--- src/rtl/riscv_pkg.sv ---
// Shared RV32 front-end definitions: data width, default reset PC and the
// {pc, instr} layout carried through the fetch buffer.
package riscv_pkg;

  localparam int unsigned XLEN = 32;
  localparam logic [XLEN-1:0] RESET_PC_DEFAULT = 32'h0000_0000;
  localparam logic [XLEN-1:0] INSTR_NOP = 32'h0000_0013;

  typedef struct packed {
    logic [XLEN-1:0] pc;
    logic [XLEN-1:0] instr;
  } fetch_entry_t;

endpackage

--- src/rtl/sync_fifo.sv ---
// Small first-word-fall-through FIFO with flush; the head entry is read
// straight from storage, so a push becomes visible the cycle after it lands.
module sync_fifo
  import riscv_pkg::*;
#(
  parameter int unsigned DEPTH = 4,
  parameter type T = fetch_entry_t,
  localparam int unsigned AW = $clog2(DEPTH),
  localparam int unsigned CW = $clog2(DEPTH + 1)
) (
  input  logic          clk,
  input  logic          rst,
  input  logic          push_i,
  input  logic          pop_i,
  input  logic          flush_i,
  input  T              wdata_i,
  output T              rdata_o,
  output logic          full_o,
  output logic          empty_o,
  output logic [CW-1:0] count_o
);

  T              mem_q [DEPTH];
  logic [AW-1:0] wr_ptr_q, wr_ptr_d;
  logic [AW-1:0] rd_ptr_q, rd_ptr_d;
  logic [CW-1:0] count_q, count_d;
  logic          do_push_s, do_pop_s;

  assign full_o    = (count_q == CW'(DEPTH));
  assign empty_o   = (count_q == {CW{1'b0}});
  assign count_o   = count_q;
  assign rdata_o   = mem_q[rd_ptr_q];
  assign do_push_s = push_i && !flush_i && !full_o;
  assign do_pop_s  = pop_i && !flush_i && !empty_o;

  // Pointer and occupancy next-state; flush empties the queue outright.
  always_comb begin
    wr_ptr_d = wr_ptr_q;
    rd_ptr_d = rd_ptr_q;
    count_d  = count_q;
    if (flush_i) begin
      wr_ptr_d = {AW{1'b0}};
      rd_ptr_d = {AW{1'b0}};
      count_d  = {CW{1'b0}};
    end else begin
      if (do_push_s) wr_ptr_d = wr_ptr_q + AW'(1);
      else           wr_ptr_d = wr_ptr_q;
      if (do_pop_s)  rd_ptr_d = rd_ptr_q + AW'(1);
      else           rd_ptr_d = rd_ptr_q;
      case ({do_push_s, do_pop_s})
        2'b10:   count_d = count_q + CW'(1);
        2'b01:   count_d = count_q - CW'(1);
        default: count_d = count_q;
      endcase
    end
  end

  // Pointer and occupancy registers.
  always_ff @(posedge clk) begin
    if (rst) begin
      wr_ptr_q <= {AW{1'b0}};
      rd_ptr_q <= {AW{1'b0}};
      count_q  <= {CW{1'b0}};
    end else begin
      wr_ptr_q <= wr_ptr_d;
      rd_ptr_q <= rd_ptr_d;
      count_q  <= count_d;
    end
  end

  // Entry storage; contents are only meaningful while counted as occupied.
  always_ff @(posedge clk) begin
    if (do_push_s) mem_q[wr_ptr_q] <= wdata_i;
  end

endmodule

--- src/rtl/instr_prefetch_buffer.sv ---
// Instruction prefetch front end: credit-limited word fetches, in-order
// response buffering with PCs, and flush/discard handling on redirect.
module instr_prefetch_buffer
  import riscv_pkg::*;
#(
  parameter int unsigned    DEPTH    = 4,
  parameter logic [XLEN-1:0] RESET_PC = RESET_PC_DEFAULT
) (
  input  logic            clk,
  input  logic            rst,
  input  logic            redirect_valid,
  input  logic [XLEN-1:0] redirect_pc,
  output logic            imem_req,
  output logic [XLEN-1:0] imem_addr,
  input  logic            imem_gnt,
  input  logic            imem_rvalid,
  input  logic [XLEN-1:0] imem_rdata,
  output logic            out_valid,
  output logic [XLEN-1:0] out_pc,
  output logic [XLEN-1:0] out_instr,
  input  logic            out_ready
);

  localparam int unsigned CW      = $clog2(DEPTH + 1);
  localparam logic [CW:0] CREDITS = (CW + 1)'(DEPTH);

  logic [XLEN-1:0] fetch_pc_q, fetch_pc_d;
  logic [XLEN-1:0] return_pc_q, return_pc_d;
  logic [CW-1:0]   outstanding_q, outstanding_d;
  logic [CW-1:0]   discard_q, discard_d;
  logic [XLEN-1:0] redirect_base_s;
  logic            req_s, grant_s, push_s, pop_s;
  logic            fifo_full_s, fifo_empty_s;
  logic [CW-1:0]   fifo_count_s;
  fetch_entry_t    push_entry_s, head_s;
  logic            unused_pc_bits_s;

  assign unused_pc_bits_s = ^redirect_pc[1:0];
  assign redirect_base_s  = {redirect_pc[XLEN-1:2], 2'b00};

  // Buffered plus in-flight words never exceed DEPTH, so a response always has a slot.
  assign req_s   = !rst && !redirect_valid &&
                   (({1'b0, fifo_count_s} + {1'b0, outstanding_q}) < CREDITS);
  assign grant_s = req_s && imem_gnt;
  assign push_s  = imem_rvalid && (discard_q == {CW{1'b0}}) && !redirect_valid && !fifo_full_s;
  assign pop_s   = !fifo_empty_s && out_ready && !redirect_valid;
  assign push_entry_s = '{pc: return_pc_q, instr: imem_rdata};

  // Fetch/return PCs and credit counters; a redirect restarts both PCs and
  // marks every still-outstanding response (minus one arriving now) for discard.
  always_comb begin
    fetch_pc_d    = fetch_pc_q;
    return_pc_d   = return_pc_q;
    outstanding_d = outstanding_q;
    discard_d     = discard_q;
    if (redirect_valid) begin
      fetch_pc_d    = redirect_base_s;
      return_pc_d   = redirect_base_s;
      outstanding_d = outstanding_q - CW'(imem_rvalid);
      discard_d     = outstanding_q - CW'(imem_rvalid);
    end else begin
      if (grant_s) fetch_pc_d = fetch_pc_q + 32'd4;
      else         fetch_pc_d = fetch_pc_q;
      outstanding_d = outstanding_q + CW'(grant_s) - CW'(imem_rvalid);
      if (imem_rvalid && (discard_q != {CW{1'b0}})) discard_d = discard_q - CW'(1);
      else                                           discard_d = discard_q;
      if (push_s) return_pc_d = return_pc_q + 32'd4;
      else        return_pc_d = return_pc_q;
    end
  end

  // Front-end state registers.
  always_ff @(posedge clk) begin
    if (rst) begin
      fetch_pc_q    <= RESET_PC;
      return_pc_q   <= RESET_PC;
      outstanding_q <= {CW{1'b0}};
      discard_q     <= {CW{1'b0}};
    end else begin
      fetch_pc_q    <= fetch_pc_d;
      return_pc_q   <= return_pc_d;
      outstanding_q <= outstanding_d;
      discard_q     <= discard_d;
    end
  end

  sync_fifo #(
    .DEPTH (DEPTH),
    .T     (fetch_entry_t)
  ) u_fifo (
    .clk     (clk),
    .rst     (rst),
    .push_i  (push_s),
    .pop_i   (pop_s),
    .flush_i (redirect_valid),
    .wdata_i (push_entry_s),
    .rdata_o (head_s),
    .full_o  (fifo_full_s),
    .empty_o (fifo_empty_s),
    .count_o (fifo_count_s)
  );

  assign imem_req  = req_s;
  assign imem_addr = fetch_pc_q;
  assign out_valid = !fifo_empty_s;
  assign out_pc    = fifo_empty_s ? {XLEN{1'b0}} : head_s.pc;
  assign out_instr = fifo_empty_s ? {XLEN{1'b0}} : head_s.instr;

endmodule

--- config.mk ---
export PLATFORM = sky130hd
export DESIGN_NAME = instr_prefetch_buffer
export DESIGN_NICKNAME = d
export VERILOG_FILES = /design/src/rtl/riscv_pkg.sv /design/src/rtl/sync_fifo.sv /design/src/rtl/instr_prefetch_buffer.sv
export SDC_FILE = /design/constraint.sdc
export NUM_CORES = 1
export LEC_CHECK = 0
export ABC_AREA = 1
export ABC_CLOCK_PERIOD_IN_PS = 8500
export CORE_AREA = 4 4 226 140
export DETAILED_ROUTE_END_ITERATION = 8
export DIE_AREA = 0 0 230 144
export GPL_TIMING_DRIVEN = 0
export PLACE_DENSITY_LB_ADDON = 0.05
export SLEW_MARGIN = 30
export SYNTH_ARGS = -nofsm -noshare
export SYNTH_HDL_FRONTEND = slang
export SYNTH_SLANG_ARGS = --single-unit
--- constraint.sdc ---
create_clock -name clk -period 8.5 [get_ports clk]
set_clock_uncertainty 0.2 [all_clocks]
set_input_delay 1.7 -clock clk [delete_from_list [all_inputs] [get_ports clk]]
set_output_delay 1.7 -clock clk [all_outputs]
set_load 0.03 [all_outputs]
==> results.tsv <==
stage	metric	value	unit
cts	CTS tree	built	
cells_and_area	number of filler instances in the final layout	2589	
floorplanning	die extent in x	230	µm
power_and_ir_drop	share of power burned in combinational logic	0.106	
cells_and_area	net count of the finished layout	1868	
logic_synthesis	post-synthesis mux area share	0	
cells_and_area	proportion of layout cells with a drive suffix above 1	0.06260	
cts	Inserted Clock Buffers	31	
routing	total number of vias	11680	
power_and_ir_drop	static leakage	6.469	nW
global_routing	number of antenna violations at the first check in global routing	0	
outcome	status	completed	
floorplanning	die height	144	µm
routing	post-detailed-route DRC marker count	0	
flow_run	number of max-capacitance violations reported	0	
timing	worst slack on hold paths	0.2904	ns
timing	Tcrit/Tclk final	0.6072	
floorplanning	initial cell density of the core	0.4945	
global_routing	total track usage	0.2464	
timing	final period demand of the worst path	5.161	ns
cts	cell at the root of the clock tree	sky130_fd_sc_hd__clkbuf_16	
logic_synthesis	count of synthesis-stage warnings from yosys	0	
logic_synthesis	sequential area share after synthesis	0.6124	
timing	setup total negative slack	0	ns
worst_setup_path	number of cells on the worst reg-to-reg path	13	
cells_and_area	Ant. Diodes	0	
cts	worst skew pair latency	0.56	ns
routing	Pre-antenna DRT Iters	6	
worst_setup_path	R2R Path End	outstanding_q[2]	
worst_setup_path	worst endpoint required time	6.60	ns
worst_setup_path	capturing instance or port of the critical path	out_pc[10]	
routing	routed wire length	41440	µm
logic_synthesis	Compound-Gate Fraction of Synth Area	0.1028	
cts	CTS Hold Bufs	0	
place	count of buffers inserted at the top-level ports	159	
worst_setup_path	type of element capturing the critical path	output pin	
cts	number of gates resized after CTS	0	
cells_and_area	area delta synth->final	23.29	%
logic_synthesis	instance count of the mapped netlist	1574	
timing	final number of setup-violating endpoints	0	
power_and_ir_drop	Max IR drop VDD	0.0001558	V
floorplanning	Floorplan Core Area	0.02955	mm²
logic_synthesis	flop and latch count out of synthesis	323	
floorplanning	area of the die	0.03312	mm²
global_routing	global-route wire length before repair	63560	µm
worst_setup_path	type of origin of the critical path	flop	
cells_and_area	post-route cell area	0.01801	mm²
global_routing	vias in the first global route	10900	
floorplanning	number of top-level design ports	168	
logic_synthesis	number of distinct library cells after synthesis	38	
cts	Post-CTS Repair Setup Buffers	0	
power_and_ir_drop	net switching fraction of the power	0.2514	
power_and_ir_drop	P_sw	0.0008688	W
logic_synthesis	post-synthesis instance area	0.01461	mm²
power_and_ir_drop	clock share of power	0.375	
timing	unrepaired setup endpoints after global routing	false	
timing	slew at the pin closest to its max-slew limit	0.7455	ns
power_and_ir_drop	part of the total power dissipated in sequential elements	0.520	
timing	number of endpoints with negative hold slack in the final report	0	
cts	Clock Tree Buf Depth	3	
cts	clock sink count	323	
logic_synthesis	main combinational cell family by area after synthesis	simple AND/OR/NAND/NOR gates	
timing	Relative slew margins	0.5030	
worst_hold_path	path class of the lowest-slack min-delay path	reg -> reg	
worst_setup_path	reg2reg start	u_fifo.count_o[2]	
place	half-perimeter wire length after detailed placement	29640	µm
power_and_ir_drop	internal power component	0.002587	W
worst_setup_path	maximum net fanout on the critical path	10	
cts	H-tree level count	1	
worst_setup_path	reg2reg setup slack	5.53	ns
cts	clock transition at the register clock pins on the worst setup and hold paths after CTS	0.06	ns
routing	Detailed Route Iter0 Violations	1227	
worst_setup_path	arrival time worst endpoint	3.26	ns
routing	average detailed-routed wire length per instance	18.72	µm
timing	Max Clock Freq	0.1938	GHz
floorplanning	row count	49	
timing	Slew Viols, Final	0	
routing	Via density	5.276	
logic_synthesis	arithmetic-cell share of the synthesized area counting full adders, half adders and majority gates	0.01558	
power_and_ir_drop	power density over cell area	191.8	mW/mm²
place	weighted congestion reported at the end of routability-driven placement	0.9729	
routing	Final ANT Viol Nets	0	
place	standard cell area after detailed placement	0.01709	mm²
logic_synthesis	share of the synthesized netlist area taken by xor and xnor gates	0.009591	
global_routing	total congestion overflow	0	
logic_synthesis	Synth Area in Simple Gates	0.2046	
logic_synthesis	syn_area_per_cell	9.283	µm²
worst_setup_path	Worst Setup Path Type	reg -> out	
global_routing	pin count of the biggest net entering global routing	21	
[registers in the layout, summed over array words and instances (netlist names), named ones only]
signal and count:
imem_addr 30, u_fifo.wr_ptr_q 2, u_fifo.mem_q 248, u_fifo.rd_ptr_q 2, return_pc_q 30, discard_q 3
u_fifo.count_o 3, outstanding_q 3
[critical path: stages, from the launching register on]
cell                              delay, ns
sky130_fd_sc_hd__dfxtp_1               0.29
sky130_fd_sc_hd__buf_2                 0.20
sky130_fd_sc_hd__inv_2                 0.17
sky130_fd_sc_hd__buf_2                 0.29
sky130_fd_sc_hd__clkbuf_1              0.47
sky130_fd_sc_hd__o21ai_0               0.19
sky130_fd_sc_hd__a21oi_1               0.31
sky130_fd_sc_hd__clkdlybuf4s50_1       0.75
[Yosys cell counts]
master | n | area share
sky130_fd_sc_hd__a21oi_1 | 113 | 0.039
sky130_fd_sc_hd__a31oi_1 | 11 | 0.0047
sky130_fd_sc_hd__and2_1 | 1 | 0.00043
sky130_fd_sc_hd__buf_1 | 2 | 0.00051
sky130_fd_sc_hd__buf_2 | 17 | 0.0058
sky130_fd_sc_hd__buf_4 | 9 | 0.0046
sky130_fd_sc_hd__buf_6 | 3 | 0.0023
sky130_fd_sc_hd__clkbuf_1 | 43 | 0.011
sky130_fd_sc_hd__clkinv_1 | 1 | 0.00026
sky130_fd_sc_hd__clkinv_2 | 1 | 0.00034
sky130_fd_sc_hd__conb_1 | 1 | 0.00026
sky130_fd_sc_hd__dfxtp_1 | 75 | 0.10
sky130_fd_sc_hd__edfxtp_1 | 248 | 0.51
sky130_fd_sc_hd__fa_1 | 2 | 0.0027
sky130_fd_sc_hd__ha_1 | 15 | 0.013
sky130_fd_sc_hd__inv_1 | 111 | 0.029
sky130_fd_sc_hd__inv_2 | 5 | 0.0013
sky130_fd_sc_hd__nand2_1 | 254 | 0.065
sky130_fd_sc_hd__nand2_2 | 5 | 0.0021
sky130_fd_sc_hd__nand2_4 | 1 | 0.00077
sky130_fd_sc_hd__nand3_1 | 78 | 0.027
sky130_fd_sc_hd__nand3_2 | 1 | 0.00069
sky130_fd_sc_hd__nand3b_1 | 10 | 0.0051
sky130_fd_sc_hd__nand4_1 | 5 | 0.0021
sky130_fd_sc_hd__nor2_1 | 358 | 0.092
sky130_fd_sc_hd__nor2_2 | 7 | 0.0030
sky130_fd_sc_hd__nor2_4 | 3 | 0.0023
sky130_fd_sc_hd__nor2_8 | 1 | 0.0014
sky130_fd_sc_hd__nor3_1 | 2 | 0.00069
sky130_fd_sc_hd__nor3_2 | 1 | 0.00069
sky130_fd_sc_hd__o211ai_1 | 2 | 0.0010
sky130_fd_sc_hd__o21ai_0 | 156 | 0.053
sky130_fd_sc_hd__o21ai_1 | 8 | 0.0027
sky130_fd_sc_hd__o22ai_1 | 4 | 0.0017
sky130_fd_sc_hd__o31ai_1 | 1 | 0.00051
sky130_fd_sc_hd__or2_2 | 3 | 0.0013
sky130_fd_sc_hd__xnor2_1 | 4 | 0.0024
sky130_fd_sc_hd__xor2_1 | 12 | 0.0072
[metrics by stage]
step                total power (W)  setup slack (ns)  utilization  instances
floorplan                  0.002020             2.909            -       1577
global placement           0.002178            0.2381       0.5660       2144
detailed placement         0.002192             3.607       0.5782       2156
CTS                        0.003467             3.338       0.6094       2213
global route               0.003574             3.184       0.6096       2213
finish                     0.003455             3.339       0.6096       2213
[cells by family (layout without fill, tap and decap cells)]
logic type | count (synthesis) | count (layout)
compound gates | 295 | 295
other cells | 1 | 4
fa+ha+maj | 17 | 17
flops | 323 | 323
simple gates | 730 | 730
buf+inv | 192 | 420
xor+xnor | 16 | 16
[power groups by stage]
stage,Combinational [W],Sequential [W],Clock [W]
4_1_cts,0.000364,0.00180,0.00131
5_1_grt,0.000397,0.00180,0.00137
3_3_place_gp,0.000345,0.00183,0
6_report,0.000365,0.00180,0.00129
2_1_floorplan,0.000186,0.00183,0
3_5_place_dp,0.000362,0.00183,0
[layer usage]
metal	up-vias	global-route usage	wire [µm]
met5	-	0	0
met1	5490	0.3916	19770
li1	5692	-	-
met3	48	0.05650	4018
met2	445	0.3480	17020
met4	0	0.04388	627
[layout make-up]
cell class,count,area [µm²],area share
repair buffers,171,1922,0.1067
clock buffers,37,798.3,0.04431
clock inverters,20,125.1,0.006945
plain buffers,74,355.3,0.01972
multi-input cells,1062,4911,0.2726
flip-flops and latches,323,8949,0.4967
well taps,408,510.5,0.02834
inverters,118,444.2,0.02466
[worst min-delay path by stage]
stage / from / end / depth (start not counted)
4_1_cts: u_fifo.rd_ptr_q[1] / u_fifo.rd_ptr_q[1] / 2
5_1_grt: u_fifo.rd_ptr_q[1] / u_fifo.rd_ptr_q[1] / 2
3_5_place_dp: u_fifo.rd_ptr_q[1] / flop / 2
3_3_place_gp: u_fifo.rd_ptr_q[1] / u_fifo.rd_ptr_q[1] / 2
2_1_floorplan: u_fifo.rd_ptr_q[1] / flop / 2
6_report: u_fifo.rd_ptr_q[1] / u_fifo.rd_ptr_q[1] / 2
[cells in the final DEF (no fill, tap or decap), drive strengths merged]
master / n
nor3: 3
o211ai: 2
nand3b: 10
edfxtp: 248
clkdlybuf4s50: 159
a31oi: 11
xnor2: 4
nand4: 5
clkinv: 15
o22ai: 4
o21ai: 164
and2: 1
conb: 4
inv: 117
nand3: 79
bufinv: 1
a21oi: 113
fa: 2
nor2: 369
ha: 15
buf: 43
o31ai: 1
nand2: 260
clkinvlp: 5
clkbuf: 80
or2: 3
xor2: 12
dfxtp: 75
Note: power is estimated with default switching activity, not from simulation.
